## config.mk

```make
export PLATFORM = sky130hd
export DESIGN_NAME = load_store_unit
export DESIGN_NICKNAME = d
export VERILOG_FILES = /design/src/rtl/load_store_unit_pkg.sv /design/src/rtl/load_store_unit_align.sv /design/src/rtl/load_store_unit.sv
export SDC_FILE = /design/constraint.sdc
export NUM_CORES = 1
export LEC_CHECK = 0
export BUFFER_PORTS_ARGS = -buffer_cell sky130_fd_sc_hd__buf_4
export CELL_PAD_IN_SITES_DETAIL_PLACEMENT = 0
export CELL_PAD_IN_SITES_GLOBAL_PLACEMENT = 1
export CORE_MARGIN = 2
export CORE_UTILIZATION = 28
export DETAILED_ROUTE_END_ITERATION = 16
export HOLD_SLACK_MARGIN = 0.05
export PLACE_DENSITY = 0.62
export SLEW_MARGIN = 20
export SYNTH_ARGS = -nofsm -noshare
export SYNTH_HDL_FRONTEND = slang
export SYNTH_SLANG_ARGS = --single-unit
```

## constraint.sdc

```tcl
create_clock -name clk -period 2.7 [get_ports clk]
set_input_delay 0 -clock clk [delete_from_list [all_inputs] [get_ports clk]]
set_output_delay 0 -clock clk [all_outputs]
set_load 0.03 [all_outputs]
```

## src/rtl/load_store_unit_pkg.sv

```systemverilog
// -----------------------------------------------------------------------------
// load_store_unit_pkg
// Shared definitions for the memory-stage load/store unit:
//   - funct3 access encodings for loads (LB/LH/LW/LBU/LHU) and stores (SB/SH/SW)
//   - transaction state encoding (IDLE/REQ/WAIT/DONE)
//   - access_fault(): size/alignment/encoding legality check
// -----------------------------------------------------------------------------
package load_store_unit_pkg;

    localparam logic [2:0] F3_LB  = 3'b000;
    localparam logic [2:0] F3_LH  = 3'b001;
    localparam logic [2:0] F3_LW  = 3'b010;
    localparam logic [2:0] F3_LBU = 3'b100;
    localparam logic [2:0] F3_LHU = 3'b101;

    localparam logic [2:0] F3_SB  = 3'b000;
    localparam logic [2:0] F3_SH  = 3'b001;
    localparam logic [2:0] F3_SW  = 3'b010;

    typedef enum logic [1:0] {
        LSU_IDLE = 2'd0,
        LSU_REQ  = 2'd1,
        LSU_WAIT = 2'd2,
        LSU_DONE = 2'd3
    } lsu_state_e;

    // Returns 1 when the access cannot be issued: misaligned half/word,
    // reserved funct3, or an unsigned-size encoding used by a store.
    function automatic logic access_fault(input logic [2:0] f3,
                                          input logic [1:0] off,
                                          input logic       is_store);
        logic f;
        f = 1'b0;
        case (f3)
            F3_LB:   f = 1'b0;
            F3_LH:   f = off[0];
            F3_LW:   f = (off != 2'b00);
            F3_LBU:  f = is_store;
            F3_LHU:  f = is_store | off[0];
            default: f = 1'b1;
        endcase
        return f;
    endfunction

endpackage

```

## src/rtl/load_store_unit_align.sv

```systemverilog
// -----------------------------------------------------------------------------
// lsu_align
// Purely combinational data-path helper for the load/store unit.
//   funct3_i  [2:0]  access size/sign
//   addr_i    [1:0]  byte offset inside the word
//   wdata_i   [31:0] store data (low lanes significant)
//   rdata_i   [31:0] raw bus read word
//   be_o      [3:0]  byte enables for the access
//   wdata_o   [31:0] store data replicated across all lanes
//   rdata_o   [31:0] extracted and sign/zero-extended load value
// -----------------------------------------------------------------------------
module lsu_align
    import load_store_unit_pkg::*;
(
    input  logic [2:0]  funct3_i,
    input  logic [1:0]  addr_i,
    input  logic [31:0] wdata_i,
    input  logic [31:0] rdata_i,
    output logic [3:0]  be_o,
    output logic [31:0] wdata_o,
    output logic [31:0] rdata_o
);

    logic [7:0]  byte_s;
    logic [15:0] half_s;

    // Byte enables and lane replication depend only on the size bits, so the
    // same rule serves loads and stores.
    always_comb begin
        be_o    = 4'b0000;
        wdata_o = 32'h0000_0000;
        case (funct3_i[1:0])
            2'b00: begin
                be_o    = 4'b0001 << addr_i;
                wdata_o = {4{wdata_i[7:0]}};
            end
            2'b01: begin
                be_o    = addr_i[1] ? 4'b1100 : 4'b0011;
                wdata_o = {2{wdata_i[15:0]}};
            end
            2'b10: begin
                be_o    = 4'b1111;
                wdata_o = wdata_i;
            end
            default: begin
                be_o    = 4'b0000;
                wdata_o = 32'h0000_0000;
            end
        endcase
    end

    // Pick the addressed byte/half out of the returned word.
    always_comb begin
        byte_s = 8'h00;
        case (addr_i)
            2'b00:   byte_s = rdata_i[7:0];
            2'b01:   byte_s = rdata_i[15:8];
            2'b10:   byte_s = rdata_i[23:16];
            2'b11:   byte_s = rdata_i[31:24];
            default: byte_s = 8'h00;
        endcase
        if (addr_i[1]) begin
            half_s = rdata_i[31:16];
        end else begin
            half_s = rdata_i[15:0];
        end
    end

    // Extend the extracted value according to the load type.
    always_comb begin
        rdata_o = 32'h0000_0000;
        case (funct3_i)
            F3_LB:   rdata_o = {{24{byte_s[7]}}, byte_s};
            F3_LH:   rdata_o = {{16{half_s[15]}}, half_s};
            F3_LW:   rdata_o = rdata_i;
            F3_LBU:  rdata_o = {24'h00_0000, byte_s};
            F3_LHU:  rdata_o = {16'h0000, half_s};
            default: rdata_o = 32'h0000_0000;
        endcase
    end

endmodule

```

## src/rtl/load_store_unit.sv

```systemverilog
// -----------------------------------------------------------------------------
// load_store_unit
// Memory-stage data bus master. Issues one req/gnt/rvalid transaction per
// load or store, stalls the pipeline while it is outstanding, and reports
// illegal accesses (AddrFaultM) and bus timeouts (BusErrM).
//   clk, rst (async, active-low)
//   MemReadM, MemWriteM, Funct3M[2:0], ALU_ResultM[31:0], WriteDataM[31:0]
//       memory-stage access; a simultaneous read+write is treated as a write
//   ReadDataM[31:0] aligned load result (registered)
//   StallM          freeze all pipeline registers
//   AddrFaultM      access suppressed (misaligned / unsupported funct3)
//   BusErrM         last transaction timed out (registered)
//   bus_req/bus_we/bus_addr/bus_be/bus_wdata   registered request fields
//   bus_gnt, bus_rvalid, bus_rdata              bus responses
// Parameter TIMEOUT: cycles allowed from entering REQ until rvalid; 0 = off.
// -----------------------------------------------------------------------------
module load_store_unit
    import load_store_unit_pkg::*;
#(
    parameter int TIMEOUT = 16
) (
    input  logic        clk,
    input  logic        rst,
    input  logic        MemReadM,
    input  logic        MemWriteM,
    input  logic [2:0]  Funct3M,
    input  logic [31:0] ALU_ResultM,
    input  logic [31:0] WriteDataM,
    output logic [31:0] ReadDataM,
    output logic        StallM,
    output logic        AddrFaultM,
    output logic        BusErrM,
    output logic        bus_req,
    output logic        bus_we,
    output logic [31:0] bus_addr,
    output logic [3:0]  bus_be,
    output logic [31:0] bus_wdata,
    input  logic        bus_gnt,
    input  logic        bus_rvalid,
    input  logic [31:0] bus_rdata
);

    localparam int                CNT_W    = (TIMEOUT > 1) ? $clog2(TIMEOUT) : 1;
    localparam logic [CNT_W-1:0]  CNT_LAST = CNT_W'(TIMEOUT - 1);
    localparam bit                TO_EN    = (TIMEOUT != 0);

    lsu_state_e       state_q;
    logic [CNT_W-1:0] cnt_q;
    logic             bus_req_q;
    logic             bus_we_q;
    logic [31:0]      bus_addr_q;
    logic [3:0]       bus_be_q;
    logic [31:0]      bus_wdata_q;
    logic [31:0]      read_data_q;
    logic             bus_err_q;
    logic [1:0]       off_q;
    logic [2:0]       f3_q;

    logic             access_valid_s;
    logic             fault_s;
    logic             timeout_s;
    logic [2:0]       align_f3_s;
    logic [1:0]       align_off_s;
    logic [3:0]       be_s;
    logic [31:0]      wdata_s;
    logic [31:0]      rdata_s;

    // Access qualification. In IDLE the aligner sees the live request (to
    // build be/wdata); afterwards it sees the registered size/offset so the
    // returned word is extracted for the instruction that issued it.
    always_comb begin
        access_valid_s = MemReadM | MemWriteM;
        if (state_q == LSU_IDLE) begin
            fault_s     = access_valid_s & access_fault(Funct3M, ALU_ResultM[1:0], MemWriteM);
            align_f3_s  = Funct3M;
            align_off_s = ALU_ResultM[1:0];
        end else begin
            fault_s     = 1'b0;
            align_f3_s  = f3_q;
            align_off_s = off_q;
        end
        timeout_s = TO_EN && (cnt_q == CNT_LAST);
    end

    lsu_align u_align (
        .funct3_i (align_f3_s),
        .addr_i   (align_off_s),
        .wdata_i  (WriteDataM),
        .rdata_i  (bus_rdata),
        .be_o     (be_s),
        .wdata_o  (wdata_s),
        .rdata_o  (rdata_s)
    );

    // Transaction FSM with its registered bus and result outputs.
    always_ff @(posedge clk or negedge rst) begin
        if (!rst) begin
            state_q     <= LSU_IDLE;
            cnt_q       <= '0;
            bus_req_q   <= 1'b0;
            bus_we_q    <= 1'b0;
            bus_addr_q  <= 32'h0000_0000;
            bus_be_q    <= 4'b0000;
            bus_wdata_q <= 32'h0000_0000;
            read_data_q <= 32'h0000_0000;
            bus_err_q   <= 1'b0;
            off_q       <= 2'b00;
            f3_q        <= 3'b000;
        end else begin
            case (state_q)
                LSU_IDLE: begin
                    if (access_valid_s && !fault_s) begin
                        bus_req_q   <= 1'b1;
                        bus_we_q    <= MemWriteM;
                        bus_addr_q  <= {ALU_ResultM[31:2], 2'b00};
                        bus_be_q    <= be_s;
                        bus_wdata_q <= wdata_s;
                        off_q       <= ALU_ResultM[1:0];
                        f3_q        <= Funct3M;
                        cnt_q       <= '0;
                        bus_err_q   <= 1'b0;
                        state_q     <= LSU_REQ;
                    end
                end
                LSU_REQ: begin
                    cnt_q <= cnt_q + CNT_W'(1);
                    // Timeout wins over a same-cycle grant: the request is
                    // withdrawn and the pipeline released with an error.
                    if (timeout_s) begin
                        bus_req_q   <= 1'b0;
                        bus_err_q   <= 1'b1;
                        read_data_q <= 32'h0000_0000;
                        state_q     <= LSU_DONE;
                    end else if (bus_gnt) begin
                        bus_req_q <= 1'b0;
                        state_q   <= LSU_WAIT;
                    end
                end
                LSU_WAIT: begin
                    cnt_q <= cnt_q + CNT_W'(1);
                    if (bus_rvalid) begin
                        if (!bus_we_q) begin
                            read_data_q <= rdata_s;
                        end
                        state_q <= LSU_DONE;
                    end else if (timeout_s) begin
                        bus_req_q   <= 1'b0;
                        bus_err_q   <= 1'b1;
                        read_data_q <= 32'h0000_0000;
                        state_q     <= LSU_DONE;
                    end
                end
                LSU_DONE: begin
                    // Inputs still belong to the finished instruction, so
                    // never issue from here.
                    state_q <= LSU_IDLE;
                end
                default: begin
                    state_q   <= LSU_IDLE;
                    bus_req_q <= 1'b0;
                end
            endcase
        end
    end

    assign bus_req    = bus_req_q;
    assign bus_we     = bus_we_q;
    assign bus_addr   = bus_addr_q;
    assign bus_be     = bus_be_q;
    assign bus_wdata  = bus_wdata_q;
    assign ReadDataM  = read_data_q;
    assign BusErrM    = bus_err_q;

    // Gated by rst so both flags are quiet while reset is held.
    assign AddrFaultM = rst & fault_s;
    assign StallM     = rst & access_valid_s & ~fault_s & (state_q != LSU_DONE);

endmodule

```

# Yosys cells after proc, flatten, opt, wreduce, memory -nomap -nowiden
# Index checks and enable logic that the tools add are counted.
# classes
mul,0
n_div,0
add_sub_neg,1
n_eq_ne,24
shift,1
magnitude_cmp,0
reduce_logical,18
n_bitwise,8
mux,33
# op_table
op,n
case mux 32 bit (5 select lines),1
two-way mux 32 bit,3
case mux 32 bit (3 select lines),1
case mux 32 bit (2 select lines),1
case mux 8 bit (4 select lines),1
two-way mux 16 bit,1
"equality test 3 bit, second input constant",4
two-way mux 2 bit,6
case mux 4 bit (3 select lines),1
"equality test 2 bit, second input constant",5
two-way mux 1 bit,10
"!= test 3 bit, second input constant",3
two-way mux 4 bit,2
case mux 2 bit (4 select lines),1
case mux 4 bit (2 select lines),1
"equality test 2 x 1 -> 1 bit, second input constant",3
"equality test 3 x 1 -> 1 bit, second input constant",2
"equality test 3 x 2 -> 1 bit, second input constant",2
zero test 2 bit,3
zero test 3 bit,2
"!= test 2 bit, second input constant",3
case mux 1 bit (3 select lines),2
AND reduction 2 bit,3
AND reduction 3 bit,2
other kinds (15),22
# totals
register_bits,112
rom_bits,0
output_inout_bits,105
elab_cells,96
mem_count,0
mem_bits_rw,0
latch_bits,0

# Longest topological paths before layout
# Gate-level depths: netlist of run 1.
# depth
ltp_word,9
mapped_depth,11
depth_no_buf,7

# By module
# Synthesis of run 1 repeated with hierarchy kept, for this count alone.
# unflattened
cells_unflattened,492
hier_area_um2,6069.6
# by_module_without_submodules
module,area_per_inst_um2,n_inst,cells_per_inst
load_store_unit,4798.4,1,298
lsu_align,1271.2,1,194

# Worst setup path after synthesis of run 1
# OpenSTA, ideal clock, no wires.
# synth_timing
path_type,register to output
start,register state_q[0]
end,output AddrFaultM
stages_incl_launch_ff,9
setup_slack_ns,0.343
arrival_ns,2.357
n_path_buf,4
cell_sequence,dfrtp_1 inv_1 ha_1 buf_4 buf_6 buf_6 buf_2 inv_1 nor4_1
# synth_via
elab_chain_cells,3
# synth_rtl
element,line,source
start: declaration,load_store_unit.sv:47,lsu_state_e state_q;
start signal: assignment,load_store_unit.sv:98,state_q <= LSU_IDLE;
start signal: assignment,load_store_unit.sv:122,state_q <= LSU_REQ;
start signal: assignment,load_store_unit.sv:133,state_q <= LSU_DONE;
zero test 2 bit,load_store_unit.sv:73,if (state_q == LSU_IDLE) begin
two-way mux 1 bit,load_store_unit.sv:73,
bitwise AND 1 bit,load_store_unit.sv:175,assign AddrFaultM = rst & fault_s;
end: declaration,load_store_unit.sv:31,"output logic AddrFaultM,"
# No other way between the ends.

# Worst setup path in the final report of run 1
# layout_timing
start,register state_q[1]
end,"register read_data_q[13], in the netlist ReadDataM[13]"
# layout_via
elab_chain_cells,8
word_cells_on_any_way,23
# layout_rtl
element,line,source
zero test 2 bit,load_store_unit.sv:73,
two-way mux 2 bit,load_store_unit.sv:73,
equality test 2 bit (tied with other cells),load_store_unit_align.sv:55,case (addr_i)
case mux 8 bit (4 select lines),load_store_unit_align.sv:55,
case mux 32 bit (5 select lines),load_store_unit_align.sv:72,case (funct3_i)
two-way mux 32 bit,load_store_unit.sv:142,if (!bus_we_q) begin
two-way mux 32 bit,load_store_unit.sv:141,if (bus_rvalid) begin
case mux 32 bit (2 select lines),load_store_unit.sv:110,case (state_q)
end signal: assignment,load_store_unit.sv:143,read_data_q <= rdata_s;
end: declaration,load_store_unit.sv:54,logic [31:0] read_data_q;
# Parallel ways exist; a longest one is shown, timed or not. The select of a mux whose other input is x is not followed.
# A chain may end at the register's enable or synchronous reset.

==> flow_summary.html, run 1 <==
<table>
<tr><th>Metric</th><th>Value</th></tr>
<tr><th colspan="2">Yosys</th></tr>
<tr><td>Distinct cell type count of the synthesized netlist</td><td>61</td></tr>
<tr><td>Per-instance average area after synthesis</td><td>10.99 µm²</td></tr>
<tr><td>Mux share of post-synthesis cell area</td><td>15.24%</td></tr>
<tr><td>Cell area after technology mapping</td><td>around 0.006 mm²</td></tr>
<tr><td>Xor and xnor fraction of the mapped netlist area</td><td>0.1476%</td></tr>
<tr><td>Dominant cell type by area after synthesis</td><td>sky130_fd_sc_hd__dfrtp_1</td></tr>
<tr><td>Cell count after synthesis</td><td>540</td></tr>
<tr><td>Flop and latch count out of synthesis</td><td>112</td></tr>
<tr><td>Synth Area in Compound Gates</td><td>18.51%</td></tr>
<tr><td>Share of synthesized cell area in and, or, nand and nor gates</td><td>12.80%</td></tr>
<tr><td>Share of synthesized flip-flops with an asynchronous set or reset</td><td>100.0%</td></tr>
<tr><td>Adder-Cell Fraction of Synth Area</td><td>about 1.3%</td></tr>
<tr><td>Post-synthesis sequential area ratio</td><td>47.23%</td></tr>
<tr><td>Combinational family with the most area after synthesis</td><td>compound AO/OA/AOI/OAI gates</td></tr>
<tr><td>Share of the synthesized area in the top cell type</td><td>between 40% and 50%</td></tr>
<tr><td>Largest cells by area after synthesis</td><td>sky130_fd_sc_hd__dfrtp_1 (47%), sky130_fd_sc_hd__mux2_4 (11%), sky130_fd_sc_hd__mux2i_1 (3.5%), sky130_fd_sc_hd__o21ai_0 (2.9%), sky130_fd_sc_hd__nand2_1 (2.8%)</td></tr>
<tr><td>Count of flip-flops with a built-in enable after synthesis</td><td>0</td></tr>
<tr><td>Main synth FF type</td><td>sky130_fd_sc_hd__dfrtp_1</td></tr>
<tr><td>Number of warning messages in the yosys log</td><td>0</td></tr>
<tr><th colspan="2">Global routing</th></tr>
<tr><td>Maximum number of pins on one net before global-route repair</td><td>113</td></tr>
<tr><td>Met3 Track Usage GR</td><td>3.567%</td></tr>
<tr><td>Wire length of the first global-routing pass</td><td>30820 µm</td></tr>
<tr><td>Overall global routing resource usage</td><td>17.47%</td></tr>
<tr><td>Number of global-route vias before repair</td><td>around 5800</td></tr>
<tr><td>Gr ovfl total</td><td>0</td></tr>
<tr><td>Global-route met1 utilization</td><td>22.56%</td></tr>
<tr><td>Global-route met2 utilization</td><td>28.99%</td></tr>
<tr><td>GRT busiest layer</td><td>met2</td></tr>
<tr><td>Number of antenna violations at the first check in global routing</td><td>1</td></tr>
<tr><th colspan="2">Setup path</th></tr>
<tr><td>Startpoint type of the worst setup path</td><td>register</td></tr>
<tr><td>Critical Path RT</td><td>a little under 3000 ps</td></tr>
<tr><td>Critical path class</td><td>register to register</td></tr>
<tr><td>Max FO, Critical Path</td><td>22</td></tr>
<tr><td>Kind of capture point of the worst setup path</td><td>register</td></tr>
<tr><td>Register-to-register path setup slack</td><td>230 ps</td></tr>
<tr><td>Signal arrival time at the worst endpoint</td><td>2690 ps</td></tr>
<tr><th colspan="2">STA</th></tr>
<tr><td>Highest clock frequency the design can meet</td><td>0.4043 GHz</td></tr>
<tr><td>Relative slew margins</td><td>49.95%</td></tr>
<tr><td>Finish-stage setup viols</td><td>0</td></tr>
<tr><td>Minimum period implied by the final worst setup slack</td><td>2473 ps</td></tr>
<tr><td>RSZ-0062 raised after global routing</td><td>false</td></tr>
<tr><td>Final clock period utilization by the worst path</td><td>91.61%</td></tr>
<tr><td>Setup TNS</td><td>0 ps</td></tr>
<tr><td>Final Skew</td><td>15.00 ps</td></tr>
<tr><td>Final Hold Fails</td><td>0</td></tr>
<tr><td>Worst slew pin tran</td><td>747.4 ps</td></tr>
<tr><td>Max Slew Vio Count</td><td>0</td></tr>
<tr><th colspan="2">Finish</th></tr>
<tr><td>Most common cell after layout, fill and taps aside</td><td>sky130_fd_sc_hd__buf_4</td></tr>
<tr><td>Final net count</td><td>941</td></tr>
<tr><td>Top library cells by usage in the layout, fill and taps aside</td><td>sky130_fd_sc_hd__buf_4 (224), sky130_fd_sc_hd__dfrtp_1 (112), sky130_fd_sc_hd__dlygate4sd3_1 (92)</td></tr>
<tr><td>Synth-to-layout area growth</td><td>52.96%</td></tr>
<tr><td>Final non-filler cell total</td><td>approximately 1100</td></tr>
<tr><td>Ratio of cells with drive above 1 in the final layout</td><td>37.37%</td></tr>
<tr><td>Final instance area</td><td>between 0.009 and 0.01 mm²</td></tr>
<tr><th colspan="2">Power and ir drop</th></tr>
<tr><td>IR drop worst, VDD</td><td>0.0005153 V</td></tr>
<tr><td>Overall power</td><td>10.49 mW</td></tr>
<tr><td>P per Cell Area</td><td>1156 mW/mm²</td></tr>
<tr><td>Cell leakage power</td><td>between 4 and 5 nW</td></tr>
<tr><th colspan="2">Place</th></tr>
<tr><td>Final weighted congestion in routability-driven placement</td><td>a little over 0.8</td></tr>
<tr><td>Total cell area at the placement stage</td><td>just under 0.008 mm²</td></tr>
<tr><td>Number of input and output port buffers inserted</td><td>about 210</td></tr>
<tr><td>Hpwl dp</td><td>13860 µm</td></tr>
<tr><td>Cell count after placement</td><td>999</td></tr>
<tr><th colspan="2">Floorplanning</th></tr>
<tr><td>Horizontal die dimension</td><td>between 100 and 150 µm</td></tr>
<tr><td>Core Region</td><td>0.02089 mm²</td></tr>
<tr><td>Starting density of the core</td><td>28.41%</td></tr>
<tr><td>Rows</td><td>53</td></tr>
<tr><td>Vert. Die Dim</td><td>~150 µm</td></tr>
<tr><td>Die footprint</td><td>around 0.022 mm²</td></tr>
<tr><td>Number of top-level design ports</td><td>210</td></tr>
<tr><th colspan="2">Clock network</th></tr>
<tr><td>Worst-path clk slew</td><td>80 ps</td></tr>
<tr><td>Clock sink count</td><td>112</td></tr>
<tr><td>Later-pin clock latency in the skew report</td><td>360 ps</td></tr>
<tr><td>Clock tree from TritonCTS</td><td>yes</td></tr>
<tr><td>H-tree lvl count</td><td>3</td></tr>
<tr><td>Clock tree root driver cell</td><td>sky130_fd_sc_hd__clkbuf_16</td></tr>
<tr><td>Buffers from clock root to sink, at most</td><td>2</td></tr>
<tr><td>Clock buffer count from CTS</td><td>9</td></tr>
<tr><th colspan="2">Detailed routing</th></tr>
<tr><td>Average wire per standard cell</td><td>approximately 18 µm</td></tr>
<tr><td>DRC Markers</td><td>0</td></tr>
<tr><td>Count of antenna-violating nets left after detailed routing</td><td>0</td></tr>
<tr><td>Number of detailed-routing iterations run before antenna repair</td><td>5</td></tr>
<tr><td>Via count</td><td>5499</td></tr>
<tr><td>Number of vias per cell after detailed routing</td><td>between 4 and 5</td></tr>
<tr><td>Initial DRC Count</td><td>267</td></tr>
<tr><td>Routed Wire Length</td><td>roughly 20000 µm</td></tr>
<tr><th colspan="2">Status</th></tr>
<tr><td>Run status</td><td>finished, final reports clean</td></tr>
<tr><th colspan="2">Worst hold path</th></tr>
<tr><td>Class of the worst hold path</td><td>primary input to register</td></tr>
<tr><th colspan="2">Flow run</th></tr>
<tr><td>Max-cap violations</td><td>0</td></tr>
</table>
==> per-layer routing <==
metal,share of wire [%],wire length (µm)
met5,0,0
met4,1.8,352
met3,6.3,1246
met2,49,9697
met1,43,8500
==> Yosys cell counts, types with 9 or more instances <==
cell                         n
sky130_fd_sc_hd__a22o_1     16
sky130_fd_sc_hd__a222oi_1    9
sky130_fd_sc_hd__a22oi_1    17
sky130_fd_sc_hd__nor2_1     34
sky130_fd_sc_hd__mux2_4     44
sky130_fd_sc_hd__nand2_1    44
sky130_fd_sc_hd__dfrtp_1   112
sky130_fd_sc_hd__buf_2      11
sky130_fd_sc_hd__o21ai_0    34
sky130_fd_sc_hd__a21oi_1    31
sky130_fd_sc_hd__clkbuf_1   17
sky130_fd_sc_hd__nor3_1     23
sky130_fd_sc_hd__mux2i_1    21
==> metrics by stage <==
stage          worst slack [ps]  hold slack [ps]  utilization [%]
6_report                  226.6            69.41            43.46
4_1_cts                   71.56            56.26            43.39
3_5_place_dp              27.76            216.3            37.27
3_3_place_gp              55.38            212.5            37.26
2_1_floorplan             342.6           -295.6                -
5_1_grt                   31.44            101.1            43.44
==> final cells by class <==
class	instances	area, µm²
Tap cell	275	344.1
Clock buffer	9	225.2
Fill cell	1983	11810
Timing Repair Buffer	321	2694
Sequential cell	112	2803
Multi-Input combinational cell	379	2874
Antenna cell	1	2.502
Clock inverter	7	108.9
Inverter	7	26.28
==> registers in the layout (all words and copies together), names as in the netlist <==
signal,count
BusErrM,1
ReadDataM,32
bus_addr,30
bus_be,4
bus_req,1
bus_wdata,32
bus_we,1
cnt_q,4
f3_q,3
off_q,2
state_q,2
==> critical path, stage by stage, from the launching register on <==
cell                       delay, ps
sky130_fd_sc_hd__dfrtp_1         420
sky130_fd_sc_hd__inv_1           130
sky130_fd_sc_hd__ha_2            290
sky130_fd_sc_hd__buf_4           270
sky130_fd_sc_hd__nor2b_1         100
sky130_fd_sc_hd__a32o_1          240
sky130_fd_sc_hd__o31a_1          450
sky130_fd_sc_hd__a222oi_1        340
sky130_fd_sc_hd__nand2_1         100
==> report_power, final <==
part	switching, mW	internal, mW	leakage, nW
sequential	0.512	2.36	1.42
combinational	3.46	2.64	2.82
clock	0.682	0.837	0.164
total	4.66	5.84	4.40
==> worst paths after layout <==
kind / start / end / depth (start not counted)
max: state_q[1]$_DFFE_PN0P_ / ReadDataM[13]$_DFFE_PN0P_ / 8
min: WriteDataM[24] / bus_wdata[24]$_DFFE_PN0P_ / 5
max reg2reg: state_q[1]$_DFFE_PN0P_ / ReadDataM[13]$_DFFE_PN0P_ / 8
min reg2reg: bus_wdata[26]$_DFFE_PN0P_ / bus_wdata[26]$_DFFE_PN0P_ / 2
max in group asynchronous: rst / bus_wdata[1]$_DFFE_PN0P_ / 3
min in group asynchronous: rst / ReadDataM[29]$_DFFE_PN0P_ / 3
==> cell families after synthesis <==
family / after synthesis
flip-flops: 112
buffers and inverters: 50
multiplexers: 67
XOR/XNOR: 1
other: 1
adder cells (fa/ha/maj): 6
AND/OR/NAND/NOR: 148
AO/OA/AOI/OAI: 155
==> what timing repair did <==
action	4_1_cts	5_1_grt
gates resized for setup	0	4
setup endpoints to repair	1	13
hold buffers	92	0
setup buffers	3	0
pin swaps	1	0
gates cloned	0	0
endpoints found under the hold margin	196	0
Note: power is estimated with default switching activity, not from simulation.
==> run 2, diff against run 1 <==
--- a/config.mk
+++ b/config.mk
@@ -9,10 +9,10 @@
 export CELL_PAD_IN_SITES_DETAIL_PLACEMENT = 0
 export CELL_PAD_IN_SITES_GLOBAL_PLACEMENT = 1
 export CORE_MARGIN = 2
-export CORE_UTILIZATION = 28
+export CORE_UTILIZATION = 38
 export DETAILED_ROUTE_END_ITERATION = 16
 export HOLD_SLACK_MARGIN = 0.05
-export PLACE_DENSITY = 0.62
+export PLACE_DENSITY = 0.8
 export SLEW_MARGIN = 20
 export SYNTH_ARGS = -nofsm -noshare
 export SYNTH_HDL_FRONTEND = slang
==> run 2 against run 1 <==
Utilization increased by 15 points; non-clock buffer count decreased by 2; total power decreased by 1.1%; clock power about the same; critical endpoint is now ReadDataM[10]$_DFFE_PN0P_.
==> flow_summary.html, run 2 (synthesized netlist as in run 1, its figures left out) <==
<table>
<tr><th>Metric</th><th>Value</th></tr>
<tr><th colspan="2">Clock network</th></tr>
<tr><td>Clock tree from TritonCTS</td><td>yes</td></tr>
<tr><td>Buffers from clock root to sink, at most</td><td>2</td></tr>
<tr><td>Clock buffer count from CTS</td><td>9</td></tr>
<tr><td>Later-pin clock latency in the skew report</td><td>between 300 and 400 ps</td></tr>
<tr><td>Clock tree root driver cell</td><td>sky130_fd_sc_hd__clkbuf_16</td></tr>
<tr><td>Worst-path clk slew</td><td>80 ps</td></tr>
<tr><td>Clock sink count</td><td>112</td></tr>
<tr><td>H-tree lvl count</td><td>3</td></tr>
<tr><th colspan="2">STA</th></tr>
<tr><td>Minimum period implied by the final worst setup slack</td><td>2500 ps</td></tr>
<tr><td>Final Skew</td><td>12.11 ps</td></tr>
<tr><td>RSZ-0062 raised after global routing</td><td>false</td></tr>
<tr><td>Final clock period utilization by the worst path</td><td>92.59%</td></tr>
<tr><td>Worst slew pin tran</td><td>719.6 ps</td></tr>
<tr><td>Final setup slack of the worst path</td><td>200.0 ps</td></tr>
<tr><td>Max Slew Vio Count</td><td>0</td></tr>
<tr><td>Finish-stage setup viols</td><td>0</td></tr>
<tr><td>Final Hold Fails</td><td>0</td></tr>
<tr><td>Setup TNS</td><td>0 ps</td></tr>
<tr><td>Highest clock frequency the design can meet</td><td>0.4000 GHz</td></tr>
<tr><td>Relative slew margins</td><td>51.81%</td></tr>
<tr><th colspan="2">Setup path</th></tr>
<tr><td>Kind of capture point of the worst setup path</td><td>register</td></tr>
<tr><td>Startpoint type of the worst setup path</td><td>register</td></tr>
<tr><td>Critical Path RT</td><td>2920 ps</td></tr>
<tr><td>Max FO, Critical Path</td><td>19</td></tr>
<tr><td>Signal arrival time at the worst endpoint</td><td>2720 ps</td></tr>
<tr><td>Critical path class</td><td>register to register</td></tr>
<tr><th colspan="2">Power and ir drop</th></tr>
<tr><td>P per Cell Area</td><td>1161 mW/mm²</td></tr>
<tr><td>IR drop worst, VDD</td><td>0.0006208 V</td></tr>
<tr><td>Cell leakage power</td><td>between 4 and 5 nW</td></tr>
<tr><td>Overall power</td><td>10.38 mW</td></tr>
<tr><th colspan="2">Worst hold path</th></tr>
<tr><td>Class of the worst hold path</td><td>primary input to register</td></tr>
<tr><th colspan="2">Floorplanning</th></tr>
<tr><td>Core Region</td><td>about 0.015 mm²</td></tr>
<tr><td>Vert. Die Dim</td><td>129.0 µm</td></tr>
<tr><td>Rows</td><td>between 40 and 50</td></tr>
<tr><td>Starting density of the core</td><td>38.89%</td></tr>
<tr><td>Die footprint</td><td>0.01663 mm²</td></tr>
<tr><td>Number of top-level design ports</td><td>210</td></tr>
<tr><td>Horizontal die dimension</td><td>129.0 µm</td></tr>
<tr><th colspan="2">Place</th></tr>
<tr><td>Number of input and output port buffers inserted</td><td>between 200 and 250</td></tr>
<tr><td>Hpwl dp</td><td>12590 µm</td></tr>
<tr><td>Final weighted congestion in routability-driven placement</td><td>0.8424</td></tr>
<tr><td>Pre-CTS WS</td><td>-122.7 ps</td></tr>
<tr><td>Cell count after placement</td><td>934</td></tr>
<tr><th colspan="2">Finish</th></tr>
<tr><td>Filler cell count</td><td>1271</td></tr>
<tr><td>Final non-filler cell total</td><td>1044</td></tr>
<tr><td>Number of antenna diodes</td><td>0</td></tr>
<tr><td>Ratio of cells with drive above 1 in the final layout</td><td>36.97%</td></tr>
<tr><td>Final net count</td><td>between 900 and 1000</td></tr>
<tr><td>Top library cells by usage in the layout, fill and taps aside</td><td>sky130_fd_sc_hd__buf_4 (225), sky130_fd_sc_hd__dfrtp_1 (112), sky130_fd_sc_hd__dlygate4sd3_1 (92)</td></tr>
<tr><td>Most common cell after layout, fill and taps aside</td><td>sky130_fd_sc_hd__buf_4</td></tr>
<tr><td>Synth-to-layout area growth</td><td>50.69%</td></tr>
<tr><th colspan="2">Status</th></tr>
<tr><td>Run status</td><td>finished, final reports clean</td></tr>
<tr><th colspan="2">Global routing</th></tr>
<tr><td>Gr ovfl total</td><td>0</td></tr>
<tr><td>Wire length of the first global-routing pass</td><td>29400 µm</td></tr>
<tr><td>Number of antenna violations at the first check in global routing</td><td>0</td></tr>
<tr><td>Maximum number of pins on one net before global-route repair</td><td>113</td></tr>
<tr><td>Overall global routing resource usage</td><td>22.49%</td></tr>
<tr><td>Number of global-route vias before repair</td><td>roughly 5600</td></tr>
<tr><th colspan="2">Flow run</th></tr>
<tr><td>Max-cap violations</td><td>0</td></tr>
<tr><th colspan="2">Detailed routing</th></tr>
<tr><td>DRC Markers</td><td>0</td></tr>
<tr><td>Initial DRC Count</td><td>between 500 and 600</td></tr>
<tr><td>Average wire per standard cell</td><td>18.03 µm</td></tr>
<tr><td>Count of antenna-violating nets left after detailed routing</td><td>0</td></tr>
<tr><td>Routed Wire Length</td><td>~19000 µm</td></tr>
<tr><td>Number of vias per cell after detailed routing</td><td>5.306</td></tr>
<tr><td>Via count</td><td>5539</td></tr>
<tr><td>Number of detailed-routing iterations run before antenna repair</td><td>6</td></tr>
</table>
-- run 2: cell types whose count changed in the layout (fill, tap and decap cells not counted), sizes merged --
cell	previous run	this run
clkinv	1	3
inv	11	8
buf	229	227
clkbuf	9	10
diode	1	0
-- run 2: worst max-delay path, cell delays in order, from the launching register on --
cell and delay (ps):
sky130_fd_sc_hd__dfrtp_1 430, sky130_fd_sc_hd__inv_1 130, sky130_fd_sc_hd__ha_2 340, sky130_fd_sc_hd__buf_4 270
sky130_fd_sc_hd__nor2b_1 100, sky130_fd_sc_hd__a32o_1 220, sky130_fd_sc_hd__o31a_1 440, sky130_fd_sc_hd__a222oi_1 340
sky130_fd_sc_hd__nand2_1 110
-- run 2: per-stage QoR --
step | util [%] | cell area (µm²) | hold slack (ps)
2_1_floorplan | - | 5938 | -295.6
3_3_place_gp | 50.27 | 7671 | 207.1
3_5_place_dp | 50.27 | 7671 | 223.4
6_report | 58.61 | 8942 | 59.97
4_1_cts | 58.59 | 8940 | 53.01
5_1_grt | 58.61 | 8942 | 91.67
-- run 2: final timing paths --
path	from	endpoint	slack (ps)	cells past startpoint
max in group asynchronous	rst	ReadDataM[30]$_DFFE_PN0P_	1840	3
hold reg to reg	bus_wdata[12]$_DFFE_PN0P_	bus_wdata[12]$_DFFE_PN0P_	490	2
setup reg to reg	state_q[1]$_DFFE_PN0P_	ReadDataM[10]$_DFFE_PN0P_	200	8
min in group asynchronous	rst	bus_wdata[28]$_DFFE_PN0P_	310	3
setup / recovery	state_q[1]$_DFFE_PN0P_	ReadDataM[10]$_DFFE_PN0P_	200	8
hold / removal	WriteDataM[28]	bus_wdata[28]$_DFFE_PN0P_	60	5
-- run 2: repair_timing --
item	in CTS	in global routing
hold endpoints to repair	196	0
endpoints found under the setup margin	18	26
cloned	0	0
buffers inserted	2	0
pin swaps	1	0
resized for setup	1	1
hold buffers	92	0
-- run 2: where the power goes --
group          internal, mW  switching [mW]  total (mW)
Sequential             2.36           0.509        2.87
Clock                 0.845           0.646        1.49
Combinational          2.59            3.43        6.02
-- run 2: metal layers --
layer	track usage [%]	vias up	part of all wire [%]
met5	0	-	0
met4	7.992	0	1.9
met3	4.948	23	6.5
met2	37.60	227	48
met1	28.85	2713	43
li1	-	2576	-
-- run 2: area by class of cell --
class | instances | area, µm² | area share [%]
Multi-Input combinational cell | 379 | 2869 | 32.08
Sequential cell | 112 | 2803 | 31.34
Timing Repair Buffer | 319 | 2650 | 29.63
Tap cell | 211 | 264.0 | 2.952
Clock buffer | 10 | 239.0 | 2.672
Clock inverter | 6 | 91.34 | 1.021
Inverter | 7 | 26.28 | 0.2938
